**src/rtl/fetch_stage.sv**
```systemverilog
// Instruction-fetch stage: PC, imem request, IF/ID register and a
// one-entry skid buffer covering a response that lands during a stall.
module fetch_stage #(
  parameter int unsigned PC_W     = 9,
  parameter int unsigned INST_W   = 32,
  parameter logic [PC_W-1:0] RESET_PC = '0
) (
  input  logic              clk,
  input  logic              reset,
  input  logic              stall,
  input  logic              flush,
  input  logic [PC_W-1:0]   branch_target,
  output logic [PC_W-1:0]   imem_addr,
  output logic              imem_req,
  input  logic [INST_W-1:0] imem_rdata,
  input  logic              imem_ready,
  output logic [PC_W-1:0]   if_pc,
  output logic [INST_W-1:0] if_instr,
  output logic              if_valid,
  output logic [6:0]        if_opcode
);

  localparam logic [1:0] S_IDLE  = 2'd0;
  localparam logic [1:0] S_FETCH = 2'd1;
  localparam logic [1:0] S_HOLD  = 2'd2;

  localparam logic [INST_W-1:0] NOP = INST_W'(32'h0000_0013);

  logic [1:0]        r_state;
  logic [PC_W-1:0]   r_pc;
  logic [PC_W-1:0]   r_if_pc;
  logic [INST_W-1:0] r_if_instr;
  logic              r_if_valid;
  logic [INST_W-1:0] r_skid;

  logic [PC_W-1:0]   w_pc_inc;
  logic [PC_W-1:0]   w_target;

  assign w_pc_inc = r_pc + PC_W'(4);
  assign w_target = {branch_target[PC_W-1:2], 2'b00};

  always_ff @(posedge clk) begin
    if (reset) begin
      r_state    <= S_IDLE;
      r_pc       <= RESET_PC;
      r_if_pc    <= '0;
      r_if_instr <= NOP;
      r_if_valid <= 1'b0;
      r_skid     <= NOP;
    end else if (flush) begin
      // redirect wins; any response this cycle belongs to the old path
      r_state    <= S_FETCH;
      r_pc       <= w_target;
      r_if_instr <= NOP;
      r_if_valid <= 1'b0;
      r_skid     <= NOP;
    end else begin
      unique case (r_state)
        S_IDLE: r_state <= S_FETCH;
        S_FETCH: begin
          if (imem_ready && !stall) begin
            r_if_pc    <= r_pc;
            r_if_instr <= imem_rdata;
            r_if_valid <= 1'b1;
            r_pc       <= w_pc_inc;
          end else if (imem_ready) begin
            r_skid  <= imem_rdata;
            r_state <= S_HOLD;
          end else if (!stall) begin
            r_if_instr <= NOP;
            r_if_valid <= 1'b0;
          end
        end
        S_HOLD: begin
          if (!stall) begin
            r_if_pc    <= r_pc;
            r_if_instr <= r_skid;
            r_if_valid <= 1'b1;
            r_pc       <= w_pc_inc;
            r_state    <= S_FETCH;
          end
        end
        default: r_state <= S_IDLE;
      endcase
    end
  end

  assign imem_req  = (r_state == S_FETCH);
  assign imem_addr = r_pc;
  assign if_pc     = r_if_pc;
  assign if_instr  = r_if_instr;
  assign if_valid  = r_if_valid;
  assign if_opcode = r_if_instr[6:0];

endmodule
```
**config.mk**
```make
export PLATFORM = sky130hd
export DESIGN_NAME = fetch_stage
export DESIGN_NICKNAME = d
export VERILOG_FILES = /design/src/rtl/fetch_stage.sv
export SDC_FILE = /design/constraint.sdc
export NUM_CORES = 1
export LEC_CHECK = 0
export ABC_AREA = 1
export CORE_MARGIN = 2
export CORE_UTILIZATION = 34
export DETAILED_ROUTE_END_ITERATION = 6
export GPL_TIMING_DRIVEN = 0
export MAX_ROUTING_LAYER = met4
export PLACE_DENSITY = 0.66
export SLEW_MARGIN = 20
export SYNTH_ARGS = -nofsm -noshare
export SYNTH_HDL_FRONTEND = slang
export SYNTH_SLANG_ARGS = --single-unit
```
**constraint.sdc**
```tcl
create_clock -name clk -period 2.5 [get_ports clk]
set_clock_uncertainty 0.15 [all_clocks]
set_input_delay 0.625 -clock clk [delete_from_list [all_inputs] [get_ports clk]]
set_output_delay 0.625 -clock clk [all_outputs]
set_load 0.03 [all_outputs]
```
==> reports/qor.csv, run 1 <==
stage,metric,value,unit
floorplan,DIE AREA,0.0111,mm²
timing,final setup violation count,0,
logic_synthesis,Yosys top cell by area,dfxtp_1,
global_routing,initial antenna violation count,0,
logic_synthesis,Yosys cell types,29,
clock_tree,CTS tree,yes,
logic_synthesis,Post-Synthesis Cell Area,0.00351,mm²
route,initial DRC count,161,
global_routing,global-route wire length before repair,16200,µm
timing,min Tclk post-route,2330,ps
worst_setup_path,Top delay family on crit path,buffers and inverters,
timing,Worst Tran Pin Value,622,ps
clock_tree,Clock Tree Buf Depth,2,
timing,Worst slew margin,58.6,%
worst_setup_path,FF-to-FF setup slack,830,ps
worst_hold_path,hold path start,r_skid[26],
route,per-cell routed wire length,13.8,µm
worst_setup_path,Crit path buffers/inverters,1,
logic_synthesis,"top cells by area, synth","dfxtp_1, o21ai_0, a21oi_1, nand2_1, o211ai_1",
route,via count,3487,
worst_setup_path,Crit Reg-Reg Startpoint,r_state[1],
worst_setup_path,R2R Path End,if_instr[8],
floorplan,core footprint,0.0102,mm²
clock_tree,clk slew on worst S/H paths,90,ps
floorplan,die width,106,µm
worst_hold_path,HP Class,register to register,
clock_tree,Num CTS Buffers,9,
timing,fmax,430,MHz
final_layout,final std cells w/o fill,709,
logic_synthesis,Synth warnings,0,
placed_design,input/output buffers,97,
worst_setup_path,crit path max fanout,7,
timing,fin. max-slew vios,0,
worst_setup_path,critical path's slowest cell,clkdlybuf4s50_1,
route,DRT antenna net count,0,
worst_setup_path,Worst Reg-to-Reg Cells,7,
clock_tree,H-tree depth,3,
final_layout,most used cells in the layout excluding fill and tap cells,"clkdlybuf4s50_1, dfxtp_1, o21ai_0, nand2_1, a21oi_1",
global_routing,vias in the first global route,3431,
power,Overall Power,2.72,mW
worst_setup_path,CP Cell Sequence,clkdlybuf4s50_1,
power,pwr dens,561,mW/mm²
worst_hold_path,Hold Path Sink,r_skid[26],
timing,"Hold Violations, Final",0,
timing,final hold slack,306,ps
worst_setup_path,arrival time worst endpoint,1550,ps
clock_tree,Clock Tree Root,clkbuf_8,
logic_synthesis,Cells after Synth,457,
placed_design,DP Area,0.00466,mm²
power,VDD IR-drop max,237,µV
global_routing,largest net degree at the start of global routing,15,
timing,Tcrit/Tclk final,93.0,%
timing,RSZ-0062 raised after global routing,no,
final_layout,fin nets,615,
route,# DRC,0,
route,Vias/cell,4.92,
final_layout,"most common cell after layout, fill and taps aside",clkdlybuf4s50_1,
worst_setup_path,CP Capture Type,primary output,
worst_setup_path,Critical Path Start Type,register,
placed_design,Placed Cells,693,
logic_synthesis,top cell type's share of synthesized area,46.2,%
worst_hold_path,worst hold path cell count,2,
final_layout,share of cells above drive strength 1,10.6,%
worst_setup_path,CP peak stage delay,720,ps
floorplan,num rows,37,
clock_tree,# Post-CTS Setup Buffers,0,
route,WL final,9790,µm
timing,setup TNS,0,ps
floorplan,die height,106,µm
global_routing,Congestion Overflow GR,0,
logic_synthesis,Synth Register Bits,81,
global_routing,GRT Overall Usage,18.6,%
logic_synthesis,register area share after synthesis,46.2,%
floorplan,Initial Utilization,34.4,%
worst_setup_path,CP Class,register to primary output,
worst_setup_path,critical path required time,1730,ps
final_layout,Fill cells,1004,
placed_design,Post-DP HPWL,7150,µm
power,leakage power,1.85,nW
logic_synthesis,Mapped Avg Cell Area,7.67,µm²
route,drt first pass iters,4,
final_layout,ant diodes,0,
floorplan,io pins,105,
run,max-cap violations,0,
final_layout,area grow syn2layout,38.5,%
outcome,status,completed,
placed_design,GPL Wtd Cong,0.810,
clock_tree,TritonCTS sink count,81,
clock_tree,Skew-Pair Late Insertion Delay,360,ps
final_layout,fin area,0.00486,mm²
worst max path at each step:
stage	from	end	slack (ps)	depth (start not counted)
after global placement	imem_ready	if_pc[8]	80	8
after floorplan	stall	if_pc[5]	820	8
final	imem_addr[2]	imem_addr[2]	170	1
after detailed placement	imem_ready	r_skid[18]	20	7
after global routing	imem_addr[2]	imem_addr[2]	110	1
after CTS	r_state[1]	imem_req	80	4
synth_stat cells:
| library cell | n |
|---|---|
| nor2_1 | 30 |
| nand3_4 | 1 |
| inv_2 | 6 |
| o21ai_0 | 75 |
| buf_1 | 2 |
| o21ai_1 | 1 |
| ha_1 | 1 |
| clkbuf_1 | 12 |
| xnor2_1 | 1 |
| nand2_4 | 2 |
| nor2_2 | 2 |
| nand2_2 | 4 |
| buf_4 | 14 |
| a31oi_1 | 5 |
| a21oi_1 | 59 |
| o211ai_1 | 27 |
| nand2_1 | 59 |
| dfxtp_1 | 81 |
| o21bai_1 | 1 |
| buf_2 | 13 |
| inv_1 | 36 |
| or2_2 | 2 |
| nor2_8 | 1 |
| xor2_1 | 1 |
| conb_1 | 1 |
| nor2b_1 | 1 |
| nand4_1 | 6 |
| and3_1 | 1 |
| nand3_1 | 12 |
worst min-delay path: stages, from the launching register on:
cell and delay [ps]:
dfxtp_1 300, inv_1 60, a21oi_1 60
routing by layer:
layer | part of all wire (%) | vias to the layer above | GRT usage, %
li1 | - | 1757 | -
met1 | 46 | 1607 | 22.8
met2 | 45 | 98 | 28.8
met3 | 5.8 | 25 | 4.21
met4 | 2.9 | 0 | 9.59
met5 | 0 | - | -
flip-flops by register name (all words and copies together), names as in the netlist:
register	flops
if_instr	32
r_skid	32
if_pc	7
imem_addr	7
r_state	2
if_valid	1
where the power goes:
group	total, mW	leakage (nW)	switching (mW)	internal [mW]
combinational	0.403	1.10	0.232	0.171
sequential	1.35	0.658	0.0249	1.33
clock	0.969	0.0994	0.507	0.461
total	2.72	1.85	0.764	1.96
timing repair:
action	in CTS	in global routing
hold buffers	0	0
setup endpoints to repair	0	1
gates resized for setup	0	1
cell families after synthesis:
logic type	after synthesis	synth area share, %
AO/OA/AOI/OAI	168	26.2
XOR/XNOR	2	0.500
adder cells (fa/ha/maj)	1	0.357
buffers and inverters	83	10.8
flip-flops	81	46.2
other	1	0.107
AND/OR/NAND/NOR	121	15.8
layout make-up:
class	count	area [µm²]	area share (%)
plain buffers	41	223	4.59
clock buffers	9	124	2.55
clock inverters	7	70.1	1.44
inverters	42	158	3.25
multi-input cells	296	1520	31.2
flip-flops and latches	81	1620	33.4
well taps	136	170	3.50
repair buffers	97	973	20.0
per-stage QoR:
step	util, %	setup WS [ps]
after floorplan	-	815
after global placement	45.7	78.5
after CTS	47.7	75.3
after global routing	47.7	107
after detailed placement	45.7	22.1
final	47.7	175
No activity file was read; power rests on OpenSTA's default activity.
==> inputs of run 2 (changes only) <==
--- a/config.mk
+++ b/config.mk
@@ -6,12 +6,12 @@
 export NUM_CORES = 1
 export LEC_CHECK = 0
 export ABC_AREA = 1
-export CORE_MARGIN = 2
+export CORE_MARGIN = 8
 export CORE_UTILIZATION = 34
 export DETAILED_ROUTE_END_ITERATION = 6
 export GPL_TIMING_DRIVEN = 0
 export MAX_ROUTING_LAYER = met4
-export PLACE_DENSITY = 0.66
+export PLACE_DENSITY = 0.71
 export SLEW_MARGIN = 20
 export SYNTH_ARGS = -nofsm -noshare
 export SYNTH_HDL_FRONTEND = slang
==> run 2 against run 1 <==
Critical endpoint unchanged. Fmax hardly changed. Final area is 0.13% higher. Die area is 24% higher. Utilization is 0.061 points higher. Combinational power hardly changed. Sequential cell count stayed put. Worst setup slack hardly changed. First-iteration DRC count is 7.5% higher. Non-clock buffer count stayed put. Critical path type unchanged. Critical path depth stayed put. Total power hardly changed.
==> reports/qor.csv, run 2 (synthesized netlist as in run 1, its figures left out) <==
stage,metric,value,unit,change
clock_tree,Clock Tree Root,clkbuf_8,,
global_routing,largest net degree at the start of global routing,16,,+1
clock_tree,clk slew on worst S/H paths,80,ps,about the same
route,Vias/cell,4.96,,+0.77%
final_layout,"most common cell after layout, fill and taps aside",clkdlybuf4s50_1,,
floorplan,core footprint,0.0102,mm²,unchanged
worst_hold_path,HP Class,register to register,,
worst_setup_path,critical path required time,1730,ps,about the same
worst_setup_path,R2R Path End,if_instr[8],,
route,per-cell routed wire length,14.5,µm,+5.1%
power,pwr dens,560,mW/mm²,-0.18%
route,initial DRC count,173,,+7.5%
placed_design,input/output buffers,97,,unchanged
timing,RSZ-0062 raised after global routing,no,,
worst_setup_path,CP peak stage delay,740,ps,+20 ps
clock_tree,Skew-Pair Late Insertion Delay,350,ps,about the same
floorplan,io pins,105,,unchanged
floorplan,Initial Utilization,34.4,%,unchanged
worst_hold_path,Hold Path Sink,r_skid[8],,
worst_setup_path,CP Class,register to primary output,,
worst_setup_path,Worst Reg-to-Reg Cells,7,,unchanged
global_routing,GRT Overall Usage,15.0,%,-3.6 points
timing,Worst slew margin,61.1,%,+2.5 points
timing,min Tclk post-route,2330,ps,+0.309 ps
final_layout,Fill cells,1005,,+0.10%
timing,fin. max-slew vios,0,,unchanged
global_routing,vias in the first global route,3429,,-0.058%
clock_tree,Clock Tree Buf Depth,2,,unchanged
final_layout,ant diodes,0,,unchanged
timing,setup TNS,0,ps,unchanged
route,drt first pass iters,5,,+1
power,VDD IR-drop max,381,µV,+61%
floorplan,DIE AREA,0.0138,mm²,+24%
timing,Worst Tran Pin Value,583,ps,-38.1 ps
worst_setup_path,CP Capture Type,primary output,,
global_routing,initial antenna violation count,0,,unchanged
worst_setup_path,Top delay family on crit path,buffers and inverters,,
worst_setup_path,Critical Path Start Type,register,,
placed_design,GPL Wtd Cong,0.831,,+2.6%
worst_setup_path,critical path's slowest cell,clkdlybuf4s50_1,,
route,WL final,10300,µm,+5.1%
global_routing,global-route wire length before repair,16700,µm,+3.1%
route,via count,3514,,+0.77%
clock_tree,CTS tree,yes,,
final_layout,area grow syn2layout,38.6,%,
route,DRT antenna net count,0,,unchanged
worst_setup_path,Crit Reg-Reg Startpoint,r_state[0],,
route,# DRC,0,,unchanged
placed_design,Post-DP HPWL,7820,µm,+9.4%
timing,"Hold Violations, Final",0,,unchanged
worst_setup_path,arrival time worst endpoint,1550,ps,about the same
worst_setup_path,Levels on crit path,1,,unchanged
final_layout,most used cells in the layout excluding fill and tap cells,"clkdlybuf4s50_1, dfxtp_1, o21ai_0, nand2_1, a21oi_1",,
final_layout,share of cells above drive strength 1,10.6,%,unchanged
clock_tree,TritonCTS sink count,81,,unchanged
worst_setup_path,CP Cell Sequence,clkdlybuf4s50_1,,
outcome,status,completed,,
worst_hold_path,hold path start,r_skid[8],,
clock_tree,Num CTS Buffers,9,,unchanged
worst_setup_path,crit path max fanout,7,,unchanged
placed_design,DP Area,0.00466,mm²,unchanged
clock_tree,H-tree depth,3,,unchanged
run,max-cap violations,0,,unchanged
worst_hold_path,worst hold path cell count,2,,unchanged
worst_setup_path,FF-to-FF setup slack,800,ps,-30 ps
final_layout,Final Core Density,47.7,%,+0.061 points
floorplan,die height,118,µm,+11%
final_layout,fin nets,615,,unchanged
clock_tree,# Post-CTS Setup Buffers,0,,unchanged
floorplan,num rows,37,,unchanged
timing,final setup violation count,0,,unchanged
final_layout,fin area,0.00486,mm²,+0.13%
worst_setup_path,Crit path buffers/inverters,1,,unchanged
timing,fmax,430,MHz,about the same
timing,Tcrit/Tclk final,93.0,%,about the same
global_routing,Congestion Overflow GR,0,,unchanged
power,leakage power,1.85,nW,-0.15%
floorplan,die width,118,µm,+11%
[run 2: cell types whose count changed in the layout (fill, tap and decap cells not counted), sizes merged]
cell,before,now
clkinvlp,1,2
clkinv,4,1
inv,43,45
[run 2: per-stage QoR]
stage | power, mW | setup slack (ps) | hold slack [ps] | cells
after floorplan | 1.60 | 815 | 279 | 460
after global placement | 1.78 | 88.2 | 288 | 693
after detailed placement | 1.78 | 45.9 | 294 | 693
after CTS | 2.75 | 83.5 | 306 | 709
after global routing | 2.85 | 134 | 325 | 709
final | 2.72 | 175 | 309 | 709
[run 2: area by class of cell]
cell class | count | area [µm²] | share of cell area [%]
clock inverter | 7 | 76.3 | 1.57
clock buffer | 9 | 124 | 2.55
multi-input combinational | 296 | 1520 | 31.2
sequential | 81 | 1620 | 33.4
tap | 136 | 170 | 3.50
buffer | 41 | 223 | 4.58
inverter | 42 | 158 | 3.24
timing repair buffer | 97 | 973 | 20.0
[run 2: what timing repair did]
| action | in CTS | in global routing |
|---|---|---|
| endpoints found under the setup margin | 0 | 1 |
| gates resized for setup | 0 | 1 |
| hold buffers | 0 | 0 |
[run 2: power by group]
part / switching (mW) / total (mW) / internal (mW)
Sequential: 0.0252 / 1.35 / 1.33
Clock: 0.495 / 0.965 / 0.470
Combinational: 0.234 / 0.405 / 0.171
[run 2: per-layer routing]
metal / GRT usage (%) / up-vias / part of all wire [%]
met3: 2.97 / 15 / 4.8
li1: - / 1756 / -
met4: 5.76 / 0 / 1.5
met5: - / - / 0
met2: 24.6 / 111 / 49
met1: 17.8 / 1632 / 45
[run 2: worst max path at each step]
| stage | start | slack (ps) | to |
|---|---|---|---|
| 5_1_grt | imem_addr[2] | 130 | imem_addr[2] |
| 3_3_place_gp | imem_ready | 90 | if_pc[8] |
| 6_report | imem_addr[2] | 170 | imem_addr[2] |
| 2_1_floorplan | stall | 820 | if_pc[5] |
| 3_5_place_dp | imem_ready | 50 | if_pc[4] |
| 4_1_cts | r_state[0] | 80 | imem_req |
